$ cat src/rtl/hazard_pkg.sv
// hazard_pkg: shared types and helpers for the pipeline hazard controller.
//   fwd_sel_e  : operand mux select (none / writeback / memory)
//   md_state_e : mult/div tracker state
//   REG_ZERO   : architectural $0, never a hazard source
//   reg_match  : register compare that treats $0 as "no dependency"
//   fwd_select : M-over-W priority forwarding select for one operand
package hazard_pkg;

    typedef enum logic [1:0] {
        FWD_NONE = 2'b00,
        FWD_WB   = 2'b01,
        FWD_MEM  = 2'b10
    } fwd_sel_e;

    typedef enum logic {
        MD_IDLE = 1'b0,
        MD_BUSY = 1'b1
    } md_state_e;

    localparam logic [4:0] REG_ZERO = 5'd0;

    // $0 is hardwired, so a write to it or a read of it never creates a dependency.
    function automatic logic reg_match(input logic [4:0] src, input logic [4:0] dst);
        return (src != REG_ZERO) && (src == dst);
    endfunction

    // The younger producer (M) holds the newer value, so it wins over W.
    function automatic fwd_sel_e fwd_select(input logic       wr_m,
                                            input logic [4:0] dst_m,
                                            input logic       wr_w,
                                            input logic [4:0] dst_w,
                                            input logic [4:0] src);
        if (wr_m && reg_match(src, dst_m))
            return FWD_MEM;
        else if (wr_w && reg_match(src, dst_w))
            return FWD_WB;
        else
            return FWD_NONE;
    endfunction

endpackage

$ cat src/rtl/hazard_if.sv
// hazard_if: bundle between the datapath pipeline registers and the hazard unit.
//   Datapath -> hazard: decode/execute source regs, per-stage destination regs,
//                       write/load flags, branch and mult/div indications, PerfClr.
//   Hazard -> datapath: stall/flush controls, forwarding selects, MdBusy and
//                       performance counters.
//   modport master : datapath side
//   modport slave  : hazard unit side
interface hazard_if;
    logic [4:0]  RsD, RtD;
    logic [4:0]  RsE, RtE;
    logic [4:0]  WriteRegE, WriteRegM, WriteRegW;
    logic        RegWriteE, RegWriteM, RegWriteW;
    logic        MemtoRegE, MemtoRegM;
    logic        BranchD;
    logic        MdUseD;
    logic        MdStartE, MdIsDivE;
    logic        PerfClr;

    logic        StallF, StallD, FlushE;
    logic        ForwardAD, ForwardBD;
    logic [1:0]  ForwardAE, ForwardBE;
    logic        MdBusy;
    logic [31:0] StallCnt, LoadUseCnt;

    modport master (
        output RsD, RtD, RsE, RtE, WriteRegE, WriteRegM, WriteRegW,
               RegWriteE, RegWriteM, RegWriteW, MemtoRegE, MemtoRegM,
               BranchD, MdUseD, MdStartE, MdIsDivE, PerfClr,
        input  StallF, StallD, FlushE, ForwardAD, ForwardBD,
               ForwardAE, ForwardBE, MdBusy, StallCnt, LoadUseCnt
    );

    modport slave (
        input  RsD, RtD, RsE, RtE, WriteRegE, WriteRegM, WriteRegW,
               RegWriteE, RegWriteM, RegWriteW, MemtoRegE, MemtoRegM,
               BranchD, MdUseD, MdStartE, MdIsDivE, PerfClr,
        output StallF, StallD, FlushE, ForwardAD, ForwardBD,
               ForwardAE, ForwardBE, MdBusy, StallCnt, LoadUseCnt
    );
endinterface

$ cat src/rtl/hazard_md_busy_tracker.sv
// md_busy_tracker: IDLE/BUSY tracker for the multi-cycle multiply/divide unit.
//   clk, rst_n : clock, async active-low reset
//   md_start   : execute stage issues a mult/div this cycle
//   md_is_div  : 1 = divide, 0 = multiply
//   md_busy    : registered, high while the unit is still producing a result
// A start loads LATENCY-1, so with the start cycle itself the unit is
// accounted for exactly LATENCY cycles. Starts while busy are ignored.
module md_busy_tracker
    import hazard_pkg::*;
#(
    parameter int MUL_CYCLES = 4,
    parameter int DIV_CYCLES = 32
) (
    input  logic clk,
    input  logic rst_n,
    input  logic md_start,
    input  logic md_is_div,
    output logic md_busy
);

    localparam int MAX_CYC = (MUL_CYCLES > DIV_CYCLES) ? MUL_CYCLES : DIV_CYCLES;
    localparam int CW      = $clog2(MAX_CYC);

    localparam logic [CW-1:0] MUL_LOAD = CW'(MUL_CYCLES - 1);
    localparam logic [CW-1:0] DIV_LOAD = CW'(DIV_CYCLES - 1);
    localparam logic [CW-1:0] CNT_ONE  = CW'(1);

    md_state_e     state_q, state_d;
    logic [CW-1:0] cnt_q, cnt_d;

    always_ff @(posedge clk or negedge rst_n) begin
        if (!rst_n) begin
            state_q <= MD_IDLE;
            cnt_q   <= '0;
        end else begin
            state_q <= state_d;
            cnt_q   <= cnt_d;
        end
    end

    always_comb begin
        state_d = state_q;
        cnt_d   = cnt_q;
        case (state_q)
            MD_IDLE: begin
                if (md_start) begin
                    cnt_d   = md_is_div ? DIV_LOAD : MUL_LOAD;
                    state_d = MD_BUSY;
                end
            end
            MD_BUSY: begin
                cnt_d = cnt_q - CNT_ONE;
                // Leave on the edge the count hits zero; <= also recovers a
                // zero count that should never be seen here.
                if (cnt_q <= CNT_ONE) begin
                    cnt_d   = '0;
                    state_d = MD_IDLE;
                end
            end
            default: begin
                state_d = MD_IDLE;
                cnt_d   = '0;
            end
        endcase
    end

    assign md_busy = (state_q == MD_BUSY);

endmodule

$ cat src/rtl/hazard_unit.sv
// hazard_unit: central hazard controller for the five-stage pipeline.
//   clk, rst_n : clock, async active-low reset
//   hz         : hazard_if.slave bundle
//     in : RsD/RtD, RsE/RtE, WriteReg{E,M,W}, RegWrite{E,M,W}, MemtoReg{E,M},
//          BranchD, MdUseD, MdStartE, MdIsDivE, PerfClr
//     out: StallF/StallD/FlushE, ForwardAD/BD (ALUOutM to comparator),
//          ForwardAE/BE (execute operand select), MdBusy, StallCnt/LoadUseCnt
// Optional feature: define HAZARD_PERF_CNT_EN to build the saturating stall and
// load-use counters; otherwise both counter outputs are tied to zero.
module hazard_unit
    import hazard_pkg::*;
#(
    parameter int MUL_CYCLES = 4,
    parameter int DIV_CYCLES = 32
) (
    input  logic     clk,
    input  logic     rst_n,
    hazard_if.slave  hz
);

    localparam int NUM_OPS = 2;   // operand A (Rs) and B (Rt)

    logic     md_busy;
    logic     lwstall, branchstall, mdstall, stall;
    logic     br_dep_e, br_dep_m;

    logic     [NUM_OPS-1:0][4:0] src_e;
    logic     [NUM_OPS-1:0][4:0] src_d;
    fwd_sel_e [NUM_OPS-1:0]      fwd_e;
    logic     [NUM_OPS-1:0]      fwd_d;

    md_busy_tracker #(
        .MUL_CYCLES (MUL_CYCLES),
        .DIV_CYCLES (DIV_CYCLES)
    ) u_md_busy (
        .clk       (clk),
        .rst_n     (rst_n),
        .md_start  (hz.MdStartE),
        .md_is_div (hz.MdIsDivE),
        .md_busy   (md_busy)
    );

    // ---- forwarding --------------------------------------------------------
    assign src_e = {hz.RtE, hz.RsE};
    assign src_d = {hz.RtD, hz.RsD};

    for (genvar g = 0; g < NUM_OPS; g++) begin : g_op
        assign fwd_e[g] = fwd_select(hz.RegWriteM, hz.WriteRegM,
                                     hz.RegWriteW, hz.WriteRegW, src_e[g]);
        // The branch comparator only sees ALUOutM; older values come from the RF.
        assign fwd_d[g] = hz.RegWriteM && reg_match(src_d[g], hz.WriteRegM);
    end

    assign hz.ForwardAE = fwd_e[0];
    assign hz.ForwardBE = fwd_e[1];
    assign hz.ForwardAD = fwd_d[0];
    assign hz.ForwardBD = fwd_d[1];

    // ---- stalls ------------------------------------------------------------
    // Load in E: its data is not ready until after M, so the consumer in D waits.
    assign lwstall = hz.MemtoRegE &&
                     (reg_match(hz.RsD, hz.RtE) || reg_match(hz.RtD, hz.RtE));

    // Branches resolve in D: an ALU result still in E, or a load still in M,
    // cannot be forwarded to the comparator in time.
    assign br_dep_e = hz.RegWriteE &&
                      (reg_match(hz.RsD, hz.WriteRegE) || reg_match(hz.RtD, hz.WriteRegE));
    assign br_dep_m = hz.MemtoRegM &&
                      (reg_match(hz.RsD, hz.WriteRegM) || reg_match(hz.RtD, hz.WriteRegM));
    assign branchstall = hz.BranchD && (br_dep_e || br_dep_m);

    // A start in E counts as busy already so the dependent op holds from cycle 0.
    assign mdstall = hz.MdUseD && (hz.MdStartE || md_busy);

    assign stall     = lwstall || branchstall || mdstall;
    assign hz.StallF = stall;
    assign hz.StallD = stall;
    assign hz.FlushE = stall;
    assign hz.MdBusy = md_busy;

    // ---- performance counters ---------------------------------------------
`ifdef HAZARD_PERF_CNT_EN
    logic [31:0] stall_cnt_q, lu_cnt_q;

    always_ff @(posedge clk or negedge rst_n) begin
        if (!rst_n) begin
            stall_cnt_q <= '0;
            lu_cnt_q    <= '0;
        end else if (hz.PerfClr) begin
            stall_cnt_q <= '0;
            lu_cnt_q    <= '0;
        end else begin
            if (stall && (stall_cnt_q != 32'hFFFF_FFFF))
                stall_cnt_q <= stall_cnt_q + 32'd1;
            if (lwstall && (lu_cnt_q != 32'hFFFF_FFFF))
                lu_cnt_q <= lu_cnt_q + 32'd1;
        end
    end

    assign hz.StallCnt   = stall_cnt_q;
    assign hz.LoadUseCnt = lu_cnt_q;
`else
    logic perf_clr_unused;
    assign perf_clr_unused = hz.PerfClr;
    assign hz.StallCnt     = '0;
    assign hz.LoadUseCnt   = '0;
`endif

endmodule

$ cat src/flat_wrapper.sv
// flat-port wrapper written by rule: the top's interface ports become plain ports
module hazard_unit_flat import hazard_pkg::*;
#(
    parameter int MUL_CYCLES = 4,
    parameter int DIV_CYCLES = 32
)
  (clk, rst_n, hz_RsD, hz_RtD, hz_RsE, hz_RtE, hz_WriteRegE, hz_WriteRegM, hz_WriteRegW, hz_RegWriteE, hz_RegWriteM, hz_RegWriteW, hz_MemtoRegE, hz_MemtoRegM, hz_BranchD, hz_MdUseD, hz_MdStartE, hz_MdIsDivE, hz_PerfClr, hz_StallF, hz_StallD, hz_FlushE, hz_ForwardAD, hz_ForwardBD, hz_ForwardAE, hz_ForwardBE, hz_MdBusy, hz_StallCnt, hz_LoadUseCnt);
  hazard_if hz_i ();
  input  logic clk;
  input  logic rst_n;
  input wire logic [$bits(hz_i.RsD)-1:0] hz_RsD;
  input wire logic [$bits(hz_i.RtD)-1:0] hz_RtD;
  input wire logic [$bits(hz_i.RsE)-1:0] hz_RsE;
  input wire logic [$bits(hz_i.RtE)-1:0] hz_RtE;
  input wire logic [$bits(hz_i.WriteRegE)-1:0] hz_WriteRegE;
  input wire logic [$bits(hz_i.WriteRegM)-1:0] hz_WriteRegM;
  input wire logic [$bits(hz_i.WriteRegW)-1:0] hz_WriteRegW;
  input wire logic [$bits(hz_i.RegWriteE)-1:0] hz_RegWriteE;
  input wire logic [$bits(hz_i.RegWriteM)-1:0] hz_RegWriteM;
  input wire logic [$bits(hz_i.RegWriteW)-1:0] hz_RegWriteW;
  input wire logic [$bits(hz_i.MemtoRegE)-1:0] hz_MemtoRegE;
  input wire logic [$bits(hz_i.MemtoRegM)-1:0] hz_MemtoRegM;
  input wire logic [$bits(hz_i.BranchD)-1:0] hz_BranchD;
  input wire logic [$bits(hz_i.MdUseD)-1:0] hz_MdUseD;
  input wire logic [$bits(hz_i.MdStartE)-1:0] hz_MdStartE;
  input wire logic [$bits(hz_i.MdIsDivE)-1:0] hz_MdIsDivE;
  input wire logic [$bits(hz_i.PerfClr)-1:0] hz_PerfClr;
  output wire logic [$bits(hz_i.StallF)-1:0] hz_StallF;
  output wire logic [$bits(hz_i.StallD)-1:0] hz_StallD;
  output wire logic [$bits(hz_i.FlushE)-1:0] hz_FlushE;
  output wire logic [$bits(hz_i.ForwardAD)-1:0] hz_ForwardAD;
  output wire logic [$bits(hz_i.ForwardBD)-1:0] hz_ForwardBD;
  output wire logic [$bits(hz_i.ForwardAE)-1:0] hz_ForwardAE;
  output wire logic [$bits(hz_i.ForwardBE)-1:0] hz_ForwardBE;
  output wire logic [$bits(hz_i.MdBusy)-1:0] hz_MdBusy;
  output wire logic [$bits(hz_i.StallCnt)-1:0] hz_StallCnt;
  output wire logic [$bits(hz_i.LoadUseCnt)-1:0] hz_LoadUseCnt;
  assign hz_i.RsD = hz_RsD;
  assign hz_i.RtD = hz_RtD;
  assign hz_i.RsE = hz_RsE;
  assign hz_i.RtE = hz_RtE;
  assign hz_i.WriteRegE = hz_WriteRegE;
  assign hz_i.WriteRegM = hz_WriteRegM;
  assign hz_i.WriteRegW = hz_WriteRegW;
  assign hz_i.RegWriteE = hz_RegWriteE;
  assign hz_i.RegWriteM = hz_RegWriteM;
  assign hz_i.RegWriteW = hz_RegWriteW;
  assign hz_i.MemtoRegE = hz_MemtoRegE;
  assign hz_i.MemtoRegM = hz_MemtoRegM;
  assign hz_i.BranchD = hz_BranchD;
  assign hz_i.MdUseD = hz_MdUseD;
  assign hz_i.MdStartE = hz_MdStartE;
  assign hz_i.MdIsDivE = hz_MdIsDivE;
  assign hz_i.PerfClr = hz_PerfClr;
  assign hz_StallF = hz_i.StallF;
  assign hz_StallD = hz_i.StallD;
  assign hz_FlushE = hz_i.FlushE;
  assign hz_ForwardAD = hz_i.ForwardAD;
  assign hz_ForwardBD = hz_i.ForwardBD;
  assign hz_ForwardAE = hz_i.ForwardAE;
  assign hz_ForwardBE = hz_i.ForwardBE;
  assign hz_MdBusy = hz_i.MdBusy;
  assign hz_StallCnt = hz_i.StallCnt;
  assign hz_LoadUseCnt = hz_i.LoadUseCnt;
  hazard_unit #(.MUL_CYCLES(MUL_CYCLES), .DIV_CYCLES(DIV_CYCLES)) u_core (.clk(clk), .rst_n(rst_n), .hz(hz_i));
endmodule
$ cat config.mk
export PLATFORM = sky130hd
export DESIGN_NAME = hazard_unit_flat
export DESIGN_NICKNAME = d
export VERILOG_FILES = /design/src/rtl/hazard_pkg.sv /design/src/rtl/hazard_if.sv /design/src/rtl/hazard_md_busy_tracker.sv /design/src/rtl/hazard_unit.sv /design/src/flat_wrapper.sv
export SDC_FILE = /design/constraint.sdc
export NUM_CORES = 1
export LEC_CHECK = 0
export ABC_AREA = 1
export CAP_MARGIN = 20
export CORE_UTILIZATION = 55
export DETAILED_ROUTE_END_ITERATION = 10
export DONT_BUFFER_PORTS = 1
export PLACE_DENSITY = 0.73
export SLEW_MARGIN = 30
export SYNTH_ARGS = -nofsm -noshare
export SYNTH_HDL_FRONTEND = slang
export SYNTH_SLANG_ARGS = --single-unit
$ cat constraint.sdc
create_clock -name clk -period 1.1 [get_ports clk]
set_input_delay 0.055 -clock clk [delete_from_list [all_inputs] [get_ports clk]]
set_output_delay 0.055 -clock clk [all_outputs]
set_load 0.05 [all_outputs]
* Word level (Yosys, flattened, before mapping)
Cells that the tools add are included.
W data, S select, Z words.
** Word-level totals
- Flip-flop bits (word level) :: 6
- Input bits :: 47
- Word-level logic and storage cells :: 59
** Cells by class
- $add $sub $neg :: 1
- Magnitude comparators :: 1
- Equality and inequality tests :: 11
- Muxes and demuxes :: 11
- Bitwise gates (word level) :: 1
- Reduce and logical (&&, ||, !) cells :: 32
** Operators with widths (number)
- $eq A5 B5 Y1 :: 10
- $logic_and A1 B1 Y1 :: 21
- $reduce_bool A5 Y1 :: 4
- $mux W5 :: 3
- $pmux W5 S2 :: 1
- $logic_or A1 B1 Y1 :: 7
- $le A5 B1 Y1 const B :: 1
- $sub A5 B1 Y5 const B :: 1
- $mux W1 :: 4
- $mux W2 :: 2
- $ne A2 B2 Y1 const B :: 1
- $pmux W1 S2 :: 1
- $not A1 Y1 :: 1

* Longest topological paths before layout
Gate-level depths: netlist of run 1.
- Word-level depth :: 8
- Depth in mapped cells :: 13
- Mapped depth without buffers :: 11

* By module
Synthesis of run 1 repeated with hierarchy kept, for this count alone.
** Unflattened totals
- Cells, all modules :: 274
- Area, all modules :: 1731.7 sq um
** By module, submodules not included
- hazard_unit :: times used 1, cells each 225, area an instance 1348.8 sq um, seq. area each 0.0 sq um
- md_busy_tracker :: times used 1, cells each 49, area an instance 382.9 sq um, seq. area each 150.1 sq um

* Least setup slack after synthesis of run 1
Ideal clock, no wire load.
- Kind :: register to output
- Start :: register u_core.u_md_busy.state_q (netlist: u_core.u_md_busy.md_busy)
- End :: output port hz_StallD
- Data arrival time :: 1856 ps
- Path slack :: -811 ps
- Cell stages (with the launch flop) :: 7
- Path buffers :: 1
- Cells stage by stage :: dfrtp_1 nor2_1 inv_1 nand2_1 a21boi_0 nand2_1 buf_4
** Between the ends
- Cells in the longest elaborated chain, start to end :: 3
** RTL lines
- start: declaration :: RTL line hazard_md_busy_tracker.sv:28 : md_state_e state_q, state_d;
- start signal: assignment :: RTL line hazard_md_busy_tracker.sv:36 : state_q <= state_d;
- $logic_or A1 B1 Y1 :: RTL line hazard_unit.sv:73 : assign mdstall = hz.MdUseD && (hz.MdStartE || md_busy);
- $logic_and A1 B1 Y1 :: RTL line hazard_unit.sv:73
- $logic_or A1 B1 Y1 :: RTL line hazard_unit.sv:75 : assign stall = lwstall || branchstall || mdstall;
- end: declaration :: RTL line flat_wrapper.sv:29 : output wire logic [$bits(hz_i.StallD)-1:0] hz_StallD;
No other way between the ends.

* Worst setup path in the final report of run 1
- Start :: register u_core.u_md_busy.state_q (netlist: u_core.u_md_busy.md_busy)
- End :: output port hz_FlushE
** Between the ends
- Cells in the longest elaborated chain, start to end :: 3
** RTL lines
- $logic_or A1 B1 Y1 :: RTL line hazard_unit.sv:73
- $logic_and A1 B1 Y1 :: RTL line hazard_unit.sv:73
- $logic_or A1 B1 Y1 :: RTL line hazard_unit.sv:75
- end: declaration :: RTL line flat_wrapper.sv:30 : output wire logic [$bits(hz_i.FlushE)-1:0] hz_FlushE;
No other way between the ends.

==> reports/qor.log, run 1 <==
[placed_design] gpl congestion 0.8358
[clock_network] CTS tree done
[yosys] syn_area_per_cell 6.018 sq um
[yosys] cell types with the largest area share after synthesis sky130_fd_sc_hd__buf_4 30%, sky130_fd_sc_hd__nand2_1 14%, sky130_fd_sc_hd__xor2_1 9.4%
[setup_path] combined buffer and inverter count along the critical path 2
[pwr] sw frac 0.5639
[yosys] Syn Std Cell Area 0.001679 sq mm
[setup_path] startpoint types register
[floorplanning] die area 0.003278 sq mm
[pwr] part of the total power dissipated in the clock network 0.083
[global_routing] met1 layer usage reported by global route 0.2605
[yosys] fraction of registers with async set/reset 1.000
[clock_network] CTS Root Buffer Type sky130_fd_sc_hd__clkbuf_4
[placed_design] pre-CTS setup slack -0.1483 ns
[sta] unrepaired setup endpoints after global routing yes
[pwr] final total power 0.002686 W
[clock_network] H-tree levels 1
[floorplanning] io pins 121
[clock_network] CTS Buf Count 3
[sta] setup TNS after final layout -1.640 ns
[outcome] violated checks design-rule violations, negative setup slack
[global_routing] global router's overall resource usage 0.2205
[global_routing] initial antenna violation count 0
[flow_run] maximum capacitance violations 0
[floorplanning] Die Ht 57.26 microns
[placed_design] hpwl dp 2882 microns
[route] ratio of routed vias to standard cells 4.647
[layout] layout cell share with drive strength beyond 1 0.2000
[route] DRT Pass-1 Iters 11
[route] wire length reported by the detailed router 3770 microns
[yosys] most frequently used flop master after synthesis sky130_fd_sc_hd__dfrtp_1
[global_routing] remaining global-route overflow 0
[global_routing] maximum number of pins on one net before global-route repair 8
[route] violation count after the first detailed-route iteration 82
[yosys] unique cell type count in the Yosys netlist 25
[pwr] NetSw 0.001515 W
[clock_network] maximum number of buffers from clock root to sink 2
[floorplanning] initial standard-cell utilization of the core 0.5935
[yosys] area share of the leading cell type in the synthesized netlist 0.2951
[sta] crit path time final 1.363 ns
[layout] synthesis-to-layout area growth 10.36%
[clock_network] CTS Sinks 6
[global_routing] wire length of the first global-routing pass 5747 microns
[sta] hold violation total from the final report 0
[yosys] share of synthesized area occupied by flip-flops and latches 0.08942
[pwr] Comb pwr share 0.742
[layout] final standard cell utilization of the core 0.6550
[global_routing] layer carrying the most global-route usage met2
[yosys] count of warnings emitted by yosys 0
[floorplanning] Die W 57.26 microns
[setup_path] slowest stage cell, crit path sky130_fd_sc_hd__dfrtp_2
[pwr] pwr/cell area 1450 mW/mm^2
[setup_path] Largest delay share family, worst path flip-flops
[layout] count of nets after finishing 350
[setup_path] delay of the slowest cell on the worst path 0.42 ns
[yosys] Synth Instances 279
[sta] highest clock frequency the design can meet 733.5 MHz
[yosys] number of flops mapped to enable cells by yosys 0
[placed_design] Placement Cell Area 0.001682 sq mm
[hold_path] worst min path class input port to register
[setup_path] Critical Path RT 1.04 ns
[clock_network] clock transition time at the flip-flop clock pins of the worst setup and hold paths 0.05 ns
[floorplanning] core area 0.002829 sq mm
[route] via total after detailed routing 1538
[sta] PnR worst setup slack -0.2633 ns
[pwr] leakage power figure 1.019 nW
[layout] Inserted Diodes 0
[pwr] maximum VDD drop 1.409 mV
[outcome] run status finished with violations
[sta] fin crit share 1.239
[clock_network] later-pin clock latency in the skew report 0.25 ns
[route] routed length per placed instance 11.39 microns
[route] final routed DRC violation total 8
[placed_design] Port-buffer cells 0
[setup_path] endpoint arrival time on the critical path 1.31 ns
[global_routing] Global Route met2 Usage 0.4134
[sta] number of slew-limit violations in the final report 0
[sta] Final Setup Violations 9
[pwr] internal power consumption 0.001171 W
[setup_path] cell-by-cell listing of the critical path nor2_4 -> inv_2 -> nand2_2 -> a21boi_4 -> nand2_4 -> buf_12
[setup_path] crit path capture type output pin
[sta] final setup skew 0.002651 ns
[global_routing] vias in the first global route 1332
[yosys] largest area contributor in the synthesized netlist sky130_fd_sc_hd__buf_4
[floorplanning] row count 19
[setup_path] Worst Path Max Fanout 3
[layout] final instance area 0.001853 sq mm
[global_routing] global routing met3 resource utilization 0.02721
[pwr] sequential power share 0.175
[yosys] Synth Register Bits 6
[setup_path] start-to-end type of the worst setup path register to output pin
[route] antenna-violating nets left 0
cell usage after synthesis (2+ instances only):
library cell / n
sky130_fd_sc_hd__buf_4: 66
sky130_fd_sc_hd__nand2_1: 64
sky130_fd_sc_hd__nor2_1: 33
sky130_fd_sc_hd__inv_1: 32
sky130_fd_sc_hd__xor2_1: 18
sky130_fd_sc_hd__xnor2_1: 12
sky130_fd_sc_hd__nand3_1: 11
sky130_fd_sc_hd__a21oi_1: 6
sky130_fd_sc_hd__dfrtp_1: 6
sky130_fd_sc_hd__o21ai_0: 6
sky130_fd_sc_hd__nand4_1: 3
sky130_fd_sc_hd__o2111ai_1: 3
sky130_fd_sc_hd__a211oi_1: 2
sky130_fd_sc_hd__ha_1: 2
sky130_fd_sc_hd__inv_2: 2
sky130_fd_sc_hd__nand3b_1: 2
sky130_fd_sc_hd__nor4_1: 2
sky130_fd_sc_hd__or2_2: 2
cell families (layout without fill, tap and decap cells):
| logic type | after synthesis | count (layout) | synth area share |
|---|---|---|---|
| buffers and inverters | 102 | 60 | 0.3771 |
| AND/OR/NAND/NOR | 119 | 119 | 0.2914 |
| XOR/XNOR | 30 | 30 | 0.1565 |
| other | 1 | 64 | 0.002233 |
| adder cells (fa/ha/maj) | 2 | 2 | 0.01490 |
| flip-flops | 6 | 6 | 0.08942 |
| AO/OA/AOI/OAI | 19 | 19 | 0.06856 |
flip-flops by register name (all words and copies together) (netlist names):
name and cells:
u_core.u_md_busy.cnt_q 5, u_core.u_md_busy.md_busy 1
worst paths after layout:
path	end	slack (ns)	from	cells past startpoint
worst max-delay path	hz_FlushE	-0.26	u_core.u_md_busy.md_busy$_DFF_PN0_	6
worst min-delay path	u_core.u_md_busy.cnt_q[2]$_DFFE_PN0N_	0.10	hz_MdIsDivE	4
worst max register to register	u_core.u_md_busy.cnt_q[4]$_DFFE_PN0N_	-0.16	u_core.u_md_busy.cnt_q[0]$_DFFE_PN0N_	5
worst min register to register	u_core.u_md_busy.cnt_q[3]$_DFFE_PN0N_	0.61	u_core.u_md_busy.cnt_q[3]$_DFFE_PN0N_	2
max in group asynchronous	u_core.u_md_busy.md_busy$_DFF_PN0_	0.74	rst_n	1
min in group asynchronous	u_core.u_md_busy.cnt_q[1]$_DFFE_PN0N_	0.12	rst_n	1
stage by stage:
step / cells / hold WS, ns
floorplan: 342 / -0.2406
global placement: 320 / -0.2404
detailed placement: 320 / -0.2404
CTS: 330 / 0.09405
global route: 331 / 0.1282
finish: 331 / 0.1005
area by class of cell:
type / instances / area, sq um
Clock buffer: 4 / 26.28
Sequential cell: 6 / 151.4
Timing Repair Buffer: 22 / 220.2
Fill cell: 261 / 975.9
Inverter: 34 / 131.4
Tap cell: 31 / 38.79
Multi-Input combinational cell: 234 / 1285
tightest hold or removal path, delay by kind of cell:
| kind | cells | cell delay, ns |
|---|---|---|
| and+or+nand+nor | 3 | 0.19 |
| buffers and inverters | 1 | 0.06 |
layer usage:
metal | routed length, microns | share of wire
met5 | 0 | 0
met4 | 42 | 0.011
met3 | 319 | 0.085
met2 | 1998 | 0.53
met1 | 1410 | 0.37
cell usage in the layout, fill, tap and decap left out, drive strengths merged:
cell type    Yosys  final
o21ai            6      6
dfrtp            6      6
clkbuf           1      4
nand3           11     11
nand3b           2      2
nand4            3      3
ha               2      2
nand2           64     64
xor2            18     18
nor4             2      2
nor3             1      1
nor2            33     33
a211oi           2      2
o22ai            1      1
xnor2           12     12
conb             1     64
a21boi           1      1
buf             67     20
o2111ai          3      3
inv             34     33
clkinvlp         0      1
dlygate4sd3      0      2
a21oi            6      6
or2              3      3
power groups by stage:
stage	Sequential, W	Combinational [W]	Clock (W)
finish	0.000470	0.00199	0.000224
global route	0.000481	0.00215	0.000245
CTS	0.000455	0.00181	0.000231
detailed placement	0.000437	0.00160	0
global placement	0.000435	0.00157	0
floorplan	0.000469	0.00147	0
what timing repair did:
item,4_1_cts,5_1_grt
setup endpoints to repair,9,11
hold buffers,2,0
resized for setup,14,11
hold endpoints to repair,8,0
pin swaps,5,12
setup buffers,4,1
Power figures use the tool's default switching activity.
==> run 2, diff against run 1 <==
CORE_UTILIZATION = 35   (was 55)
PLACE_DENSITY = not set   (was 0.73)
==> reports/qor.log, run 2 (synthesized netlist as in run 1, its figures left out) <==
[setup_path] source of the worst register-to-register timing path u_core.u_md_busy.cnt_q[1]$_DFFE_PN0N_
[floorplanning] Die Ht 71.27 microns
[route] violation count after the first detailed-route iteration 78
[hold_path] worst min path class input port to async pin
[outcome] run status finished with violations
[sta] highest clock frequency the design can meet 748.5 MHz
[sta] hold violation total from the final report 0
[route] DRT Pass-1 Iters 8
[sta] fin crit share 1.215
[clock_network] clock transition time at the flip-flop clock pins of the worst setup and hold paths 0.04 ns
[floorplanning] die area 0.005079 sq mm
[clock_network] maximum number of buffers from clock root to sink 2
[setup_path] RR Endpoint u_core.u_md_busy.cnt_q[3]$_DFFE_PN0N_
[setup_path] Worst Path Max Fanout 3
[outcome] violated checks design-rule violations, negative setup slack
[clock_network] CTS Sinks 6
[layout] final instance area 0.001918 sq mm
[pwr] pwr/cell area 1520 mW/mm^2
[clock_network] CTS tree done
[sta] crit path time final 1.336 ns
[placed_design] number of instances in the placed design 343
[layout] highest-count cells in the layout ignoring fill and taps 64 x sky130_fd_sc_hd__conb_1, 60 x sky130_fd_sc_hd__nand2_1, 28 x sky130_fd_sc_hd__inv_1, 22 x sky130_fd_sc_hd__nor2_1, 18 x sky130_fd_sc_hd__xor2_1
[sta] smallest hold slack 0.1452 ns
[route] routed length per placed instance 11.32 microns
[route] wire length reported by the detailed router 3986 microns
[pwr] part of the total power dissipated in the clock network 0.121
[setup_path] number of cells on the worst reg-to-reg path 7
[clock_network] H-tree levels 1
[clock_network] CTS Root Buffer Type sky130_fd_sc_hd__clkbuf_8
[placed_design] hpwl dp 3232 microns
[pwr] NetSw 0.001572 W
[layout] Reg with most FFs u_core.u_md_busy.cnt_q
[placed_design] gpl congestion 0.8412
[layout] max reg flops 5
[setup_path] Critical Path RT 1.04 ns
[clock_network] later-pin clock latency in the skew report 0.23 ns
[floorplanning] core area 0.004474 sq mm
[floorplanning] io pins 121
[route] via total after detailed routing 1491
[floorplanning] Die W 71.27 microns
[placed_design] Placement Cell Area 0.001723 sq mm
[layout] synthesis-to-layout area growth 14.23%
[clock_network] CTS Buf Count 3
[layout] count of nets after finishing 350
[route] final routed DRC violation total 8
[global_routing] vias in the first global route 1326
[global_routing] global router's overall resource usage 0.1549
[layout] most common library cell in the layout ignoring fill and taps sky130_fd_sc_hd__conb_1
[pwr] Comb pwr share 0.720
[flow_run] maximum capacitance violations 0
[floorplanning] initial standard-cell utilization of the core 0.3753
[setup_path] startpoint types register
[route] ratio of routed vias to standard cells 4.236
[pwr] sequential power share 0.158
[sta] unrepaired setup endpoints after global routing yes
[floorplanning] row count 24
[layout] number of standard cells in the final layout excluding fillers 352
[sta] number of slew-limit violations in the final report 0
[pwr] internal power consumption 0.001344 W
[pwr] leakage power figure 1.046 nW
[global_routing] maximum number of pins on one net before global-route repair 8
[layout] layout cell share with drive strength beyond 1 0.2000
[global_routing] initial antenna violation count 0
[placed_design] Port-buffer cells 0
[route] antenna-violating nets left 0
[layout] Inserted Diodes 0
[sta] setup TNS after final layout -1.395 ns
[setup_path] start-to-end type of the worst setup path register to output pin
[sta] PnR worst setup slack -0.2361 ns
[sta] final setup skew 0.0002844 ns
[global_routing] remaining global-route overflow 0
[pwr] maximum VDD drop 1.411 mV
[setup_path] Critical Path Start u_core.u_md_busy.md_busy$_DFF_PN0_
[global_routing] wire length of the first global-routing pass 6237 microns
[pwr] sw frac 0.5389
[setup_path] crit path capture type output pin
[sta] Final Setup Violations 9
[setup_path] endpoint arrival time on the critical path 1.28 ns
[setup_path] worst setup slack for register-to-register paths -0.15 ns
[pwr] final total power 0.002916 W
-- run 2: timing repair --
action / in CTS / in global routing
hold buffers: 2 / 0
endpoints found under the hold margin: 8 / 0
cloned: 0 / 0
setup buffers: 2 / 1
endpoints found under the setup margin: 9 / 12
gates resized for setup: 9 / 17
pin swaps: 2 / 6
-- run 2: worst max path at each step --
stage / depth (start not counted) / end / slack, ns
floorplan: 6 / hz_StallD / -0.26
global placement: 7 / u_core.u_md_busy.cnt_q[3]$_DFFE_PN0N_ / -0.09
detailed placement: 7 / u_core.u_md_busy.cnt_q[3]$_DFFE_PN0N_ / -0.18
CTS: 6 / hz_FlushE / -0.22
global route: 6 / hz_StallF / -0.30
finish: 6 / hz_FlushE / -0.24
-- run 2: layout make-up --
cell class                 count  area [sq um]
fill                         467          2556
clock buffer                   4         45.04
timing repair buffer          22         220.2
sequential                     6         151.4
tap                           52         65.06
multi-input combinational    234          1309
inverter                      34         127.6
-- run 2: routing by layer --
layer | wire (microns) | GRT usage | part of all wire
met4 | 57 | 0.04444 | 0.014
met1 | 1533 | 0.1829 | 0.38
met2 | 2044 | 0.2804 | 0.51
met3 | 350 | 0.03376 | 0.088
met5 | 0 | 0 | 0
-- run 2: critical path, stage by stage (launching register included) --
cell and delay (ns):
sky130_fd_sc_hd__dfrtp_2 0.41, sky130_fd_sc_hd__nor2_4 0.12, sky130_fd_sc_hd__inv_2 0.05, sky130_fd_sc_hd__nand2_2 0.04, sky130_fd_sc_hd__a21boi_4 0.18, sky130_fd_sc_hd__nand2_4 0.06
sky130_fd_sc_hd__buf_12 0.18
-- run 2: through the flow --
step	util	setup WS [ns]
floorplan	-	-0.2617
global placement	0.3851	-0.09349
detailed placement	0.3851	-0.1802
CTS	0.4108	-0.2239
global route	0.4287	-0.2952
finish	0.4287	-0.2361
-- run 2: power by group through the flow --
stage | registers [W] | logic (W) | clock network (W)
2_1_floorplan | 0.000469 | 0.00147 | 0
3_3_place_gp | 0.000426 | 0.00164 | 0
3_5_place_dp | 0.000430 | 0.00166 | 0
4_1_cts | 0.000438 | 0.00184 | 0.000365
5_1_grt | 0.000480 | 0.00228 | 0.000372
6_report | 0.000462 | 0.00210 | 0.000353
==> run 3, diff against run 2 <==
SKIP_LAST_GASP = 1   (was not set)
==> reports/qor.log, run 3 (synthesized netlist as in run 1, its figures left out) <==
[outcome] run status finished with violations
[outcome] violated checks design-rule violations, negative setup slack
[clock_network] later-pin clock latency in the skew report 0.23 ns
[placed_design] gpl congestion 0.8412
[setup_path] cell-by-cell listing of the critical path nor2_4 -> inv_2 -> nand2_2 -> a21boi_4 -> nand2_4 -> buf_12
[floorplanning] core area 0.004474 sq mm
[floorplanning] Die W 71.27 microns
[placed_design] number of instances in the placed design 343
[route] ratio of routed vias to standard cells 4.227
[setup_path] number of cells on the worst reg-to-reg path 7
[clock_network] CTS Root Buffer Type sky130_fd_sc_hd__clkbuf_8
[layout] final instance area 0.001914 sq mm
[global_routing] vias in the first global route 1326
[pwr] leakage power figure 1.045 nW
[setup_path] crit path capture type output pin
[sta] crit path time final 1.336 ns
[layout] highest-count cells in the layout ignoring fill and taps 64 x sky130_fd_sc_hd__conb_1, 60 x sky130_fd_sc_hd__nand2_1, 28 x sky130_fd_sc_hd__inv_1, 22 x sky130_fd_sc_hd__nor2_1, 18 x sky130_fd_sc_hd__xor2_1
[clock_network] CTS Sinks 6
[setup_path] Worst Path Max Fanout 3
[layout] number of standard cells in the final layout excluding fillers 352
[sta] highest clock frequency the design can meet 748.5 MHz
[clock_network] clock transition time at the flip-flop clock pins of the worst setup and hold paths 0.04 ns
[setup_path] Largest delay share family, worst path flip-flops
[placed_design] Port-buffer cells 0
[route] DRT Pass-1 Iters 7
[hold_path] beginning of the worst hold path hz_MdIsDivE
[setup_path] start-to-end type of the worst setup path register to output pin
[floorplanning] initial standard-cell utilization of the core 0.3753
[setup_path] slowest stage cell, crit path sky130_fd_sc_hd__dfrtp_2
[global_routing] global router's overall resource usage 0.1549
[placed_design] Placement Cell Area 0.001723 sq mm
[clock_network] CTS Buf Count 3
[layout] count of nets after finishing 350
[clock_network] CTS tree done
[layout] most common library cell in the layout ignoring fill and taps sky130_fd_sc_hd__conb_1
[layout] Inserted Diodes 0
[layout] max reg flops 5
[setup_path] source of the worst register-to-register timing path u_core.u_md_busy.cnt_q[1]$_DFFE_PN0N_
[route] wire length reported by the detailed router 3962 microns
[sta] fin crit share 1.215
[global_routing] initial antenna violation count 0
[setup_path] Crit. path cell count 6
[hold_path] worst min path class input port to register
[floorplanning] die area 0.005079 sq mm
[global_routing] maximum number of pins on one net before global-route repair 8
[global_routing] wire length of the first global-routing pass 6237 microns
[setup_path] startpoint types register
[placed_design] hpwl dp 3232 microns
[setup_path] Critical Path RT 1.04 ns
[layout] layout cell share with drive strength beyond 1 0.1967
[setup_path] combined buffer and inverter count along the critical path 2
[floorplanning] Die Ht 71.27 microns
[floorplanning] io pins 121
[sta] setup TNS after final layout -1.363 ns
[sta] final setup skew 0.0003272 ns
[clock_network] H-tree levels 1
[setup_path] endpoint arrival time on the critical path 1.28 ns
[hold_path] number of instances on the worst hold path 4
[route] routed length per placed instance 11.26 microns
[route] via total after detailed routing 1488
[pwr] pwr/cell area 1505 mW/mm^2
[setup_path] RR Endpoint u_core.u_md_busy.cnt_q[3]$_DFFE_PN0N_
[sta] hold violation total from the final report 0
[setup_path] delay of the slowest cell on the worst path 0.41 ns
[placed_design] pre-CTS setup slack -0.1802 ns
[hold_path] capture endpoint of the worst hold path u_core.u_md_busy.cnt_q[2]$_DFFE_PN0N_
[pwr] maximum VDD drop 1.338 mV
[layout] synthesis-to-layout area growth 14.01%
[route] violation count after the first detailed-route iteration 83
[pwr] final total power 0.002882 W
[setup_path] worst setup slack for register-to-register paths -0.14 ns
[route] antenna-violating nets left 0
[clock_network] maximum number of buffers from clock root to sink 2
[sta] unrepaired setup endpoints after global routing yes
[layout] Reg with most FFs u_core.u_md_busy.cnt_q
[flow_run] maximum capacitance violations 0
[sta] number of slew-limit violations in the final report 0
[sta] PnR worst setup slack -0.2361 ns
[global_routing] remaining global-route overflow 0
[route] final routed DRC violation total 8
[floorplanning] row count 24
[sta] Final Setup Violations 9
run 3: report_power, final:
part | total, W | switching (W) | leakage (nW) | internal, W
logic | 0.00206 | 0.00132 | 0.952 | 0.000749
registers | 0.000463 | 0.000128 | 0.0703 | 0.000336
clock network | 0.000353 | 0.000103 | 0.0228 | 0.000250
total | 0.00288 | 0.00155 | 1.05 | 0.00133
run 3: area by class of cell:
type	count	area, sq um
clock buffers	4	45.04
fillers	468	2560
inverters	34	127.6
multi-input cells	234	1305
flip-flops and latches	6	151.4
well taps	52	65.06
repair buffers	22	220.2
run 3: metrics by stage:
| step | utilization | hold WS (ns) |
|---|---|---|
| 4_1_cts | 0.4108 | 0.09804 |
| 3_3_place_gp | 0.3851 | -0.2404 |
| 6_report | 0.4279 | 0.1219 |
| 3_5_place_dp | 0.3851 | -0.2404 |
| 5_1_grt | 0.4279 | 0.1361 |
| 2_1_floorplan | - | -0.2406 |
run 3: how the worst max path moves through the flow:
stage                                                startpoint                                     to  slack [ns]
after floorplan              u_core.u_md_busy.md_busy$_DFF_PN0_                              hz_StallD       -0.26
after global placement    u_core.u_md_busy.cnt_q[1]$_DFFE_PN0N_  u_core.u_md_busy.cnt_q[3]$_DFFE_PN0N_       -0.09
after detailed placement  u_core.u_md_busy.cnt_q[1]$_DFFE_PN0N_  u_core.u_md_busy.cnt_q[3]$_DFFE_PN0N_       -0.18
after CTS                    u_core.u_md_busy.md_busy$_DFF_PN0_                              hz_FlushE       -0.22
after global routing         u_core.u_md_busy.md_busy$_DFF_PN0_                              hz_StallF       -0.30
final                        u_core.u_md_busy.md_busy$_DFF_PN0_                              hz_FlushE       -0.24
run 3: tightest hold or removal path, delay by kind of cell:
family	cells	cell delay (ns)
and+or+nand+nor	3	0.19
buffers and inverters	1	0.07
run 3: repair_timing:
action,in CTS,in global routing
buffers inserted,2,1
endpoints found under the setup margin,9,12
hold endpoints to repair,8,0
hold buffers,2,0
resized for setup,9,16
pin swaps,2,6
run 3: metal layers:
layer,part of all wire,vias up,global-route usage
met5,0,-,0
met4,0.014,0,0.04444
met3,0.086,7,0.03376
met2,0.51,69,0.2804
met1,0.39,645,0.1829
li1,-,767,-
